<file path="config.mk">
export PLATFORM = sky130hd
export DESIGN_NAME = uart_receiver
export DESIGN_NICKNAME = d
export VERILOG_FILES = /design/src/rtl/uart_pkg.sv /design/src/rtl/uart_rx_sync.sv /design/src/rtl/uart_receiver.sv
export SDC_FILE = /design/constraint.sdc
export NUM_CORES = 1
export LEC_CHECK = 0
export CAP_MARGIN = 40
export CORE_MARGIN = 8
export CORE_UTILIZATION = 57
export DETAILED_ROUTE_END_ITERATION = 6
export PLACE_DENSITY = 0.75
export SLEW_MARGIN = 40
export SYNTH_ARGS = -nofsm -noshare
export SYNTH_HDL_FRONTEND = slang
export SYNTH_SLANG_ARGS = --single-unit
</file>
<file path="constraint.sdc">
create_clock -name clk -period 2.05 [get_ports clk]
set_input_delay 0.205 -clock clk [delete_from_list [all_inputs] [get_ports clk]]
set_output_delay 0.205 -clock clk [all_outputs]
set_load 0.03 [all_outputs]
</file>
<file path="src/rtl/uart_pkg.sv">
// uart_pkg
//   Shared definitions for the UART receive path.
//   - CLKS_PER_BIT_DEFAULT : default clock cycles per serial bit
//                            (19200 baud from a 100 MHz clock).
//   - rx_state_t           : receiver FSM state encoding.
package uart_pkg;

    localparam int CLKS_PER_BIT_DEFAULT = 5208;

    typedef enum logic [2:0] {
        IDLE      = 3'd0,
        START     = 3'd1,
        DATA      = 3'd2,
        STOP      = 3'd3,
        WAIT_HIGH = 3'd4
    } rx_state_t;

endpackage

</file>
<file path="src/rtl/uart_rx_sync.sv">
// uart_rx_sync
//   Two-flop synchronizer that brings the asynchronous serial line into the
//   clk domain. Both flops reset to 1 so that a reset never looks like a
//   start-bit falling edge.
// Ports:
//   clk   in   system clock
//   reset in   synchronous, active-high reset
//   rx    in   asynchronous serial line
//   rx_s  out  synchronized serial line
module uart_rx_sync (
    input  logic clk,
    input  logic reset,
    input  logic rx,
    output logic rx_s
);

    logic meta;

    always_ff @(posedge clk) begin
        if (reset) begin
            meta <= 1'b1;
            rx_s <= 1'b1;
        end else begin
            meta <= rx;
            rx_s <= meta;
        end
    end

endmodule

</file>
<file path="src/rtl/uart_receiver.sv">
// uart_receiver
//   8N1 UART receiver, LSB first. The start bit is confirmed at its middle,
//   then each data bit and the stop bit are sampled one full bit period apart,
//   so every sample lands near the centre of its bit.
// Ports:
//   clk          in   system clock, rising edge
//   reset        in   synchronous, active-high reset
//   RxD          in   asynchronous serial line, idle high
//   data_ready   in   consumer accepts data_out this cycle
//   data_out     out  last received byte
//   data_valid   out  data_out holds an unconsumed byte
//   frame_error  out  one-cycle pulse: stop bit sampled low, byte dropped
//   overrun      out  one-cycle pulse: byte completed while the previous one
//                     was still unconsumed, new byte dropped
// Handshake: data_out is offered while data_valid is high and stays stable
//   until a cycle with data_valid && data_ready; that cycle transfers the byte
//   and data_valid drops on the next cycle unless a new byte completes in the
//   same cycle, in which case the new byte replaces it and data_valid stays 1.
module uart_receiver
    import uart_pkg::*;
#(
    parameter int CLKS_PER_BIT = CLKS_PER_BIT_DEFAULT
) (
    input  logic       clk,
    input  logic       reset,
    input  logic       RxD,
    input  logic       data_ready,
    output logic [7:0] data_out,
    output logic       data_valid,
    output logic       frame_error,
    output logic       overrun
);

    // The timer only ever counts up to CLKS_PER_BIT-1, so clog2 bits suffice.
    localparam int TW = (CLKS_PER_BIT > 2) ? $clog2(CLKS_PER_BIT) : 1;
    localparam logic [TW-1:0] LAST_TICK = TW'(CLKS_PER_BIT - 1);
    localparam logic [TW-1:0] HALF_TICK = TW'(CLKS_PER_BIT / 2 - 1);

    logic            rx_s;
    rx_state_t       state;
    logic [TW-1:0]   timer;
    logic [2:0]      bit_idx;
    logic [7:0]      shift;

    logic bit_end;
    logic half_end;
    logic byte_done;
    logic take;

    uart_rx_sync u_sync (
        .clk   (clk),
        .reset (reset),
        .rx    (RxD),
        .rx_s  (rx_s)
    );

    assign bit_end   = (timer == LAST_TICK);
    assign half_end  = (timer == HALF_TICK);
    // The final data bit is already in shift when the stop bit is sampled.
    assign byte_done = (state == STOP) && bit_end && rx_s;
    assign take      = data_valid && data_ready;

    always_ff @(posedge clk) begin
        if (reset) begin
            state       <= IDLE;
            timer       <= '0;
            bit_idx     <= '0;
            shift       <= '0;
            data_out    <= '0;
            data_valid  <= 1'b0;
            frame_error <= 1'b0;
            overrun     <= 1'b0;
        end else begin
            frame_error <= 1'b0;
            overrun     <= 1'b0;

            case (state)
                IDLE: begin
                    if (!rx_s) begin
                        state <= START;
                        timer <= '0;
                    end
                end
                START: begin
                    if (half_end) begin
                        timer   <= '0;
                        bit_idx <= '0;
                        // A line that is high again at mid start bit was a glitch.
                        state   <= rx_s ? IDLE : DATA;
                    end else begin
                        timer <= timer + 1'b1;
                    end
                end
                DATA: begin
                    if (bit_end) begin
                        shift[bit_idx] <= rx_s;
                        timer          <= '0;
                        bit_idx        <= bit_idx + 3'd1;
                        if (bit_idx == 3'd7) begin
                            state <= STOP;
                        end
                    end else begin
                        timer <= timer + 1'b1;
                    end
                end
                STOP: begin
                    if (bit_end) begin
                        timer <= '0;
                        if (rx_s) begin
                            state <= IDLE;
                        end else begin
                            frame_error <= 1'b1;
                            state       <= WAIT_HIGH;
                        end
                    end else begin
                        timer <= timer + 1'b1;
                    end
                end
                WAIT_HIGH: begin
                    // A held-low (break) line must go high before a new start.
                    if (rx_s) begin
                        state <= IDLE;
                    end
                end
                default: begin
                    state <= IDLE;
                    timer <= '0;
                end
            endcase

            // Output buffer: load when empty or when being emptied this cycle.
            if (byte_done && (!data_valid || take)) begin
                data_out   <= shift;
                data_valid <= 1'b1;
            end else if (take) begin
                data_valid <= 1'b0;
            end

            if (byte_done && data_valid && !take) begin
                overrun <= 1'b1;
            end
        end
    end

endmodule

</file>
==> results by stage, run 1 <==
Detailed routing:
- Across all layers, the routed design uses 1624 vias.
- The via density per instance is 5.971.
- The iteration-0 DRC count of the detailed router is about 160.
- The wire length after detailed routing is 4224 um.
- The first detailed-routing pass ran for 4 iterations.
- Dividing the detail-routed wire length by the instance count gives 15.53 um.
- The detail route stage leaves a number of antenna-violating nets equal to 0.
- The detailed-route DRC error count is 0.

Setup path:
- The largest fanout on the critical path is 5.
- The startpoint kind of the worst setup timing path is a register.
- Data arrives at the worst endpoint at 2.21 ns.
- The required time of the worst setup path is 2.35 ns.
- The worst reg2reg path startpoint is timer[1].
- The worst setup path is captured at a register.
- The critical path launch point is timer[1].
- The worst register-to-register path has a depth of 6.
- By startpoint and endpoint, the worst setup path is classified as register to register.

STA:
- The clock arrives with 0.009089 ns of skew.
- The portion of the clock cycle consumed by the worst path in the final layout is 0.9312.
- The worst path meets setup with 0.1409 ns of slack.
- The smallest clock period supported by the final layout is computed as 1.909 ns.
- Setup repair after global routing left no endpoint under its margin.
- The worst-case headroom to the max-slew limit is 0.6296.
- The number of setup violations in the final report is 0.
- For the pin with the worst max-slew slack, the measured transition is 0.5497 ns.
- The final number of max-transition violations is 0.
- The tightest hold path in the finished design has a slack of ~0.42 ns.
- The fmax is 0.5238 GHz.
- The total count of hold-check failures in the final report is 0.

Final layout:
- The count of antenna diodes in the layout is 0.
- The layout-stage area growth over the synthesis result is 14.18%.
- For this run, the post-layout net count is about 230.
- The fill cell instance count of the final layout is 276.
- The fraction of layout instances using a drive strength above 1 is 0.1195.

Synthesis:
- Counting flops with an async set or reset pin after synthesis yields a share of 0.
- The count of flip-flops with a built-in enable after synthesis is 0.
- The share of synthesized area in the top cell type comes to 0.4164.
- Synthesis produced a netlist whose cell count is about 210.
- During synthesis, Yosys emitted a total of 0 warnings.
- The largest area contributor in the synthesized netlist is dfxtp_1.
- Dividing the synthesized area by the synthesized cell count gives between 9 and 10 um2.
- The number of nets in the synthesized netlist is 219.
- The share of the Yosys chip area taken by registers is 0.4164.
- After synthesis the netlist holds a flip-flop and latch count of 40.
- Ranked by total cell area, the synthesized netlist is headed by dfxtp_1 42%, mux2i_1 8.3%, nor2_1 5.5%, a21oi_1 2.9%, nand2_1 2.5%.
- The mapped netlist covers 0.001923 mm2.
- The commonest register cell after synthesis is dfxtp_1.
- The netlist uses between 40 and 50 different library cells.

Power and ir drop:
- For this design the static power due to leakage is 0.0008315 uW.
- Of the total power, the share spent switching nets is 0.2250.
- The post-layout total power is 1365 uW.
- The worst-case IR drop observed on VDD is ~0.50 mV.
- The power dissipated by switching net loads is 307.2 uW.
- The combinational share of power is 0.036.
- The power share of the sequential group is 0.573.
- Of the total power, the clock network draws 0.391.
- The power per cell area is 621.8 mW/mm2.
- The internal portion of total power is 1058 uW.

Min path:
- Along the worst hold path, the cell count comes to 2.
- The startpoint identified for the worst hold timing path is RxD.
- The class of the most critical hold timing path is input pin to register.

Run status:
- The run finished with clean final reports.

Global routing:
- The number of antenna violations at the first check in global routing is 0.
- The via count of the first global-routing pass was 1504.
- The largest net degree at the start of global routing is 28.
- Across every metal layer, demand over resource in global routing totals 0.1660.
- Summed over all layers, the global routing overflow is 0.
- The first global-routing pass estimated 6996 um of wire.

Clock network:
- The clock tree buffer depth is 2.
- The total setup buffers inserted after CTS is 0.
- The number of hold buffers added after cts is 0.
- The number of sinks on the clock net is 40.
- The clock transition at the registers of the reported paths is 0.12 ns.
- The later pin in the worst-skew pair is clocked with a latency of about 0.36 ns.
- TritonCTS built the clock tree.
- The clock tree root buffer cell is clkbuf_4.
- In this run, CTS created clock tree buffers numbering 5.
- The number of H-tree branching levels is 2.

Place:
- At the end of routability-driven placement, the weighted congestion stood at between 0.8 and 0.9.
- Port buffering added 14 buffers.
- The post-place setup slack is -0.007041 ns.
- Detailed placement ended at an HPWL of slightly above 3000 um.

Flow run:
- The tool flagged a number of max-cap violations equal to 0.

Floorplanning:
- In this run the horizontal extent of the chip is about 74 um.
- For this design the top-level I/O count stands at 15.
- The die is 74.09 um tall.
- In this run the standard cell core region covers about 0.0033 mm2.
- The floorplan row count is 21.
- The die covers about 0.0055 mm2.
- For this configuration, the core starts out at a cell density of 0.5855.
[cells by family after synthesis]
| kind of cell | after synthesis | share of synthesized area |
|---|---|---|
| AND/OR/NAND/NOR | 100 | 0.3077 |
| flip-flops | 40 | 0.4164 |
| AO/OA/AOI/OAI | 36 | 0.1308 |
| multiplexers | 16 | 0.08328 |
| buffers and inverters | 15 | 0.03318 |
| adder cells (fa/ha/maj) | 3 | 0.01952 |
| XOR/XNOR | 2 | 0.009110 |
[layout make-up]
cell class	instances	area [um2]	area share
Inverter	4	15.01	0.006838
Timing Repair Buffer	17	162.7	0.07407
Sequential cell	40	802.0	0.3652
Clock inverter	3	47.55	0.02165
Clock buffer	5	37.54	0.01709
Multi-Input combinational cell	157	1074	0.4889
Tap cell	46	57.56	0.02621
[per-layer routing]
layer,global-route usage,up-vias,share of wire
met2,0.2627,51,0.46
li1,-,797,-
met3,0.05391,6,0.071
met5,0,-,0
met4,0.06652,0,0.016
met1,0.2022,770,0.45
[registers in the layout, indices dropped and copies added (netlist names)]
register     count
data_valid       1
u_sync.meta      1
u_sync.rx_s      1
shift            8
frame_error      1
bit_idx          3
data_out         8
state            3
overrun          1
timer           13
[through the flow]
stage | area (um2) | util | setup TNS, ns | instances
2_1_floorplan | 1923 | - | 0 | 212
3_3_place_gp | 2095 | 0.6377 | 0 | 264
3_5_place_dp | 2095 | 0.6377 | -0.007041 | 264
4_1_cts | 2181 | 0.6640 | 0 | 272
5_1_grt | 2196 | 0.6686 | 0 | 272
6_report | 2196 | 0.6686 | 0 | 272
[power groups by stage]
stage	Clock, uW	Sequential (uW)	Combinational [uW]
6_report	534	782	49.2
5_1_grt	571	783	53.7
4_1_cts	540	782	47.7
3_5_place_dp	0	800	47.4
3_3_place_gp	0	799	45.4
2_1_floorplan	0	798	31.5
[cell usage in the layout (no fill, tap or decap), types with 7 or more instances in the layout]
cell type and n:
a21oi_1 11, nor2_1 28, nand3_1 7, o21ai_0 7, nor3_1 9, clkdlybuf4s50_1 14
nand2_1 13, mux2i_1 16, dfxtp_1 39
[final timing paths]
path	end	slack [ns]
setup / recovery	bit_idx[2]	0.14
hold / removal	u_sync.meta	0.42
setup reg to reg	bit_idx[2]	0.14
hold reg to reg	u_sync.rx_s	0.44
[critical path, cell delays in order, from the launching register on]
cell      delay, ns
dfxtp_2        0.39
ha_1           0.21
nor3b_4        0.33
nand4_4        0.19
o32a_4         0.42
nand3b_1       0.16
a21oi_1        0.16
[synthesized netlist by cell type, drive strengths merged, types with 4 or more instances]
library cell and number:
nand4 8, inv 4, dfxtp 40, clkbuf 6, nor3 9, nand3 8, nand2 13, buf 5
nor2b 4, mux2i 16, nor2 28, o21ai 7, a21oi 11, nand2b 6, a31oi 5
[repair_timing]
item,4_1_cts,5_1_grt
gates cloned,0,0
resized for setup,1,4
pin swaps,0,2
endpoints found under the setup margin,4,20
(Power assumes the default switching activity.)
==> inputs of run 2 (changes only) <==
CTS_CLUSTER_DIAMETER = 30   (was not set)
CTS_CLUSTER_SIZE = 24   (was not set)
==> results of run 2 <==
No change in the layout: final DEF, timing and power equal those of run 1.
